## src/rtl/pcpu_fetch.sv

```systemverilog
// Instruction-fetch stage: PC register, next-PC redirect from EX, and the IF/ID pipeline register.
// Redirects squash IF/ID and override stalls; misalign and flush_cnt are sticky diagnostics.
module pcpu_fetch #(
   parameter logic [31:0] RESET_PC = 32'h0000_0000,
   parameter logic [31:0] NOP_INST = 32'h0000_0013
) (
   input  logic        clk,
   input  logic        rst,
   input  logic        stall,
   input  logic [2:0]  npc_op,
   input  logic [31:0] ex_pc,
   input  logic [31:0] ex_imm,
   input  logic [31:0] ex_alu,
   output logic [31:0] imem_addr,
   input  logic [31:0] imem_rdata,
   output logic [31:0] if_id_pc,
   output logic [31:0] if_id_inst,
   output logic        if_id_valid,
   output logic        misalign,
   output logic [15:0] flush_cnt
);

   logic [31:0] pc_q, pc_d;
   logic [31:0] if_id_pc_q, if_id_pc_d;
   logic [31:0] if_id_inst_q, if_id_inst_d;
   logic        if_id_valid_q, if_id_valid_d;
   logic        misalign_q, misalign_d;
   logic [15:0] flush_cnt_q, flush_cnt_d;
   logic        redirect;
   logic [31:0] target_raw;

   always_comb begin
      redirect      = |npc_op;
      // JALR wins over JUMP/BRANCH; any set bit selects its source
      if (npc_op[2]) begin
         target_raw = ex_alu & ~32'h1;
      end else begin
         target_raw = ex_pc + ex_imm;
      end

      pc_d          = pc_q;
      if_id_pc_d    = if_id_pc_q;
      if_id_inst_d  = if_id_inst_q;
      if_id_valid_d = if_id_valid_q;
      misalign_d    = misalign_q;
      flush_cnt_d   = flush_cnt_q;

      if (redirect) begin
         pc_d          = {target_raw[31:2], 2'b00};
         if_id_pc_d    = 32'h0;
         if_id_inst_d  = NOP_INST;
         if_id_valid_d = 1'b0;
         misalign_d    = misalign_q | (|target_raw[1:0]);
         if (flush_cnt_q != 16'hFFFF) begin
            flush_cnt_d = flush_cnt_q + 16'd1;
         end
      end else if (!stall) begin
         pc_d          = pc_q + 32'd4;
         if_id_pc_d    = pc_q;
         if_id_inst_d  = imem_rdata;
         if_id_valid_d = 1'b1;
      end
   end

   always_ff @(posedge clk) begin
      if (rst) begin
         pc_q          <= RESET_PC;
         if_id_pc_q    <= 32'h0;
         if_id_inst_q  <= NOP_INST;
         if_id_valid_q <= 1'b0;
         misalign_q    <= 1'b0;
         flush_cnt_q   <= 16'h0;
      end else begin
         pc_q          <= pc_d;
         if_id_pc_q    <= if_id_pc_d;
         if_id_inst_q  <= if_id_inst_d;
         if_id_valid_q <= if_id_valid_d;
         misalign_q    <= misalign_d;
         flush_cnt_q   <= flush_cnt_d;
      end
   end

   assign imem_addr   = pc_q;
   assign if_id_pc    = if_id_pc_q;
   assign if_id_inst  = if_id_inst_q;
   assign if_id_valid = if_id_valid_q;
   assign misalign    = misalign_q;
   assign flush_cnt   = flush_cnt_q;

endmodule
```

## config.mk

```make
export PLATFORM = sky130hd
export DESIGN_NAME = pcpu_fetch
export DESIGN_NICKNAME = d
export VERILOG_FILES = /design/src/rtl/pcpu_fetch.sv
export SDC_FILE = /design/constraint.sdc
export NUM_CORES = 1
export LEC_CHECK = 0
export CORE_MARGIN = 10
export CORE_UTILIZATION = 49
export DETAILED_ROUTE_END_ITERATION = 16
export PLACE_DENSITY = 0.91
export SKIP_LAST_GASP = 1
export SYNTH_ARGS = -nofsm -noshare
export SYNTH_HDL_FRONTEND = slang
export SYNTH_SLANG_ARGS = --single-unit
```

## constraint.sdc

```tcl
create_clock -name clk -period 5.11 [get_ports clk]
set_clock_uncertainty 0.1 [all_clocks]
set_input_delay 1.022 -clock clk [delete_from_list [all_inputs] [get_ports clk]]
set_output_delay 1.022 -clock clk [all_outputs]
set_load 0.05 [all_outputs]
```

==> impl_metrics.yaml <==
logic_synthesis:
  ys_top_cells_by_count: "nor2_1, dfxtp_1, nand2_1"
  yosysWarnings: 0
  synth.top_cell.area_share_pct: 32.7
  synth_edf_count: 0
  ys_ff_latch: 110
  yosysUniqueCellTypes: 72
  syn-instance-count: 825
  mappedNetlistArea_mm2: 0.00674
  yosys.area.top_type: "dfxtp_1"
  synthTopCellsByArea: "dfxtp_1, mux2i_1, nor2_1, ha_1, a21oi_1"
  seq_area_frac_synth_pct: 32.7
  async_flop_share_pct: 0
  yosysMostFrequentCell: "nor2_1"
  synth_area_per_cell_um2: 8.17
  postSynth.topFlopCell: "dfxtp_1"
placed_design:
  place_worst_setup_slack_ns: 1.16
  dp_hpwl_um: 18400
  gp_congestion: 0.947
  dpl_cell_area_mm2: 0.00921
  port_buffers: 242
setup_path:
  cp-start-kind: "input port"
  r2r_cells: 8
  cp_data_arrival_time_ns: 3.69
  crit_type: "input port to flop"
  required_ns: 5.20
  cp_max_fo: 5
  critPathCaptureType: "flop"
global_routing:
  grt_pass1_wl_um: 36200
  overflow: 0
  grt_max_degree: 60
  antenna_found_initial: 2
  grt_pass1_vias: 6873
  grt_usage_pct: 23.6
route:
  postRouteAntennaNets: 0
  firstDrtPassIters: 5
  drt-wirelength-per-cell_um: 19.3
  wl_um: 23500
  dr_total_vias: 7139
  drc: 0
  routed_via_density: 5.86
  drt_iter0_drc: 666
pwr:
  leakage_nw: 3.68
  peakVddDrop_uv: 164
  p_per_area_mw_per_mm2: 245
job:
  cap_violations: 0
sta:
  maxSlewHeadroom_pct: 24.6
  fin_ws_ns: 1.51
  fin_crit_ns: 3.61
  hold_violations: 0
  rsz0062_at_grt: "no"
  worstMarginPinSlew_ns: 1.13
  clock.fmax_mhz: 277
  tns_ns: 0
  slew_violations: 0
  post-route-period-util_pct: 70.5
  setup_viol: 0
clock_tree:
  cts_root_buffer: "clkbuf_16"
  clkSinkCount: 110
  cts_setup_buffers: 0
  cts_tree: "done"
  insertion_delay_ns: 0.35
  clkSlewWorstSetupHoldPaths_ns: 0.07
  clock_path_buffers: 2
  cts_resized: 0
  ctsHtreeMaxLevel: 3
  cts_made_buffers: 9
  cts.hold.buffers_added: 0
cells_and_area:
  fin_nets: 1205
  stdcell_area_mm2: 0.00949
  layout-drive-gt1-share_pct: 4.22
  syn_to_final_growth_pct: 40.8
  fillCellCount: 1028
die:
  pin_count: 248
  fp.dieW_um: 137
  rows: 42
  start_util_pct: 50.5
  coreArea_mm2: 0.0133
  die-height_um: 137
  dieArea_mm2: 0.0188
worst_hold_path:
  hold_class: "flop to flop"
  hold_path_depth: 2
run_status:
  outcome: "finished, final reports clean"
stage by stage:
stage,hold WS [ns],power (W),util [%],std cells
floorplan,0.593,0.00139,-,828
global placement,0.337,0.00164,69.0,1202
detailed placement,0.359,0.00166,69.0,1202
CTS,0.371,0.00232,71.1,1218
global route,0.397,0.00242,71.1,1219
finish,0.373,0.00232,71.1,1219
logic make-up after synthesis:
family	after synthesis	synth area share (%)
other cells	1	0.0556
xor+xnor	48	6.24
simple gates	296	20.4
mux	63	9.47
buf+inv	69	4.33
flops	110	32.7
compound gates	204	20.4
fa+ha+maj	34	6.42
final timing paths:
| kind | start | to | slack [ns] |
|---|---|---|---|
| max | ex_pc[0] | imem_addr[22]$_SDFFE_PP0P_ | 1.51 |
| min | if_id_inst[4]$_SDFFE_PP1N_ | if_id_inst[4]$_SDFFE_PP1N_ | 0.37 |
| max reg2reg | imem_addr[2]$_SDFFE_PP0P_ | imem_addr[18]$_SDFFE_PP0P_ | 2.33 |
| min reg2reg | if_id_inst[4]$_SDFFE_PP1N_ | if_id_inst[4]$_SDFFE_PP1N_ | 0.37 |
critical path: stages:
cell             delay, ns
clkdlybuf4s50_1       0.40
ha_1                  0.23
fa_1                  0.40
a21o_1                0.23
a31o_1                0.25
a21oi_4               0.20
o31ai_4               0.14
a21o_1                0.21
mux2_1                0.33
o221ai_1              0.19
a21oi_1               0.09
registers in the layout (all words and copies together) (netlist names):
name and cells:
flush_cnt 16, if_id_inst 32, if_id_pc 30, if_id_valid 1, imem_addr 30, misalign 1
layout by cell type (no fill, tap or decap), types with 3 or more instances in the layout:
master	netlist	layout
nand4_1	19	19
a21o_1	14	14
a221oi_1	6	6
o311ai_0	3	3
o22ai_1	3	3
a22oi_1	3	3
xor2_1	16	16
dfxtp_1	110	110
clkbuf_16	0	9
o211ai_1	10	10
and2_1	3	3
xnor2_1	32	32
buf_4	4	6
clkdlybuf4s50_1	0	240
o21ai_1	5	5
a21oi_2	3	3
inv_1	19	19
a211oi_1	12	12
conb_1	1	4
nand3_1	30	30
nor3_1	14	14
a21oi_1	65	65
a31oi_1	9	9
ha_1	33	33
o221ai_1	4	4
and3_1	8	8
or3_1	10	9
nor2b_1	5	5
o21a_1	8	8
nand2_1	69	69
mux2i_1	60	60
o21bai_1	6	6
o21ai_0	30	30
nor2_1	121	121
cell type report:
cell class / instances / area, um2 / share of cell area, %
Sequential cell: 110 / 2200 / 23.2
Timing Repair Buffer: 247 / 2450 / 25.8
Tap cell: 176 / 220 / 2.32
Clock inverter: 7 / 55.1 / 0.580
Multi-Input combinational cell: 649 / 4260 / 44.9
Antenna cell: 1 / 2.50 / 0.0264
Inverter: 20 / 75.1 / 0.791
Clock buffer: 9 / 225 / 2.37
power breakdown:
| group | total (W) | internal (W) | switching (W) |
|---|---|---|---|
| Combinational | 0.000711 | 0.000307 | 0.000405 |
| Sequential | 0.000939 | 0.000888 | 0.0000506 |
| Clock | 0.000673 | 0.000337 | 0.000336 |
| Total | 0.00232 | 0.00153 | 0.000791 |
metal layers:
layer  global-route usage, %  wire length, um  vias to the layer above
met2                    39.5            11000                      417
met1                    29.4             9480                     3294
li1                        -                -                     3382
met4                    8.26              562                        2
met5                       0               13                        -
met3                    4.81             2430                       44
Power figures use the tool's default switching activity.
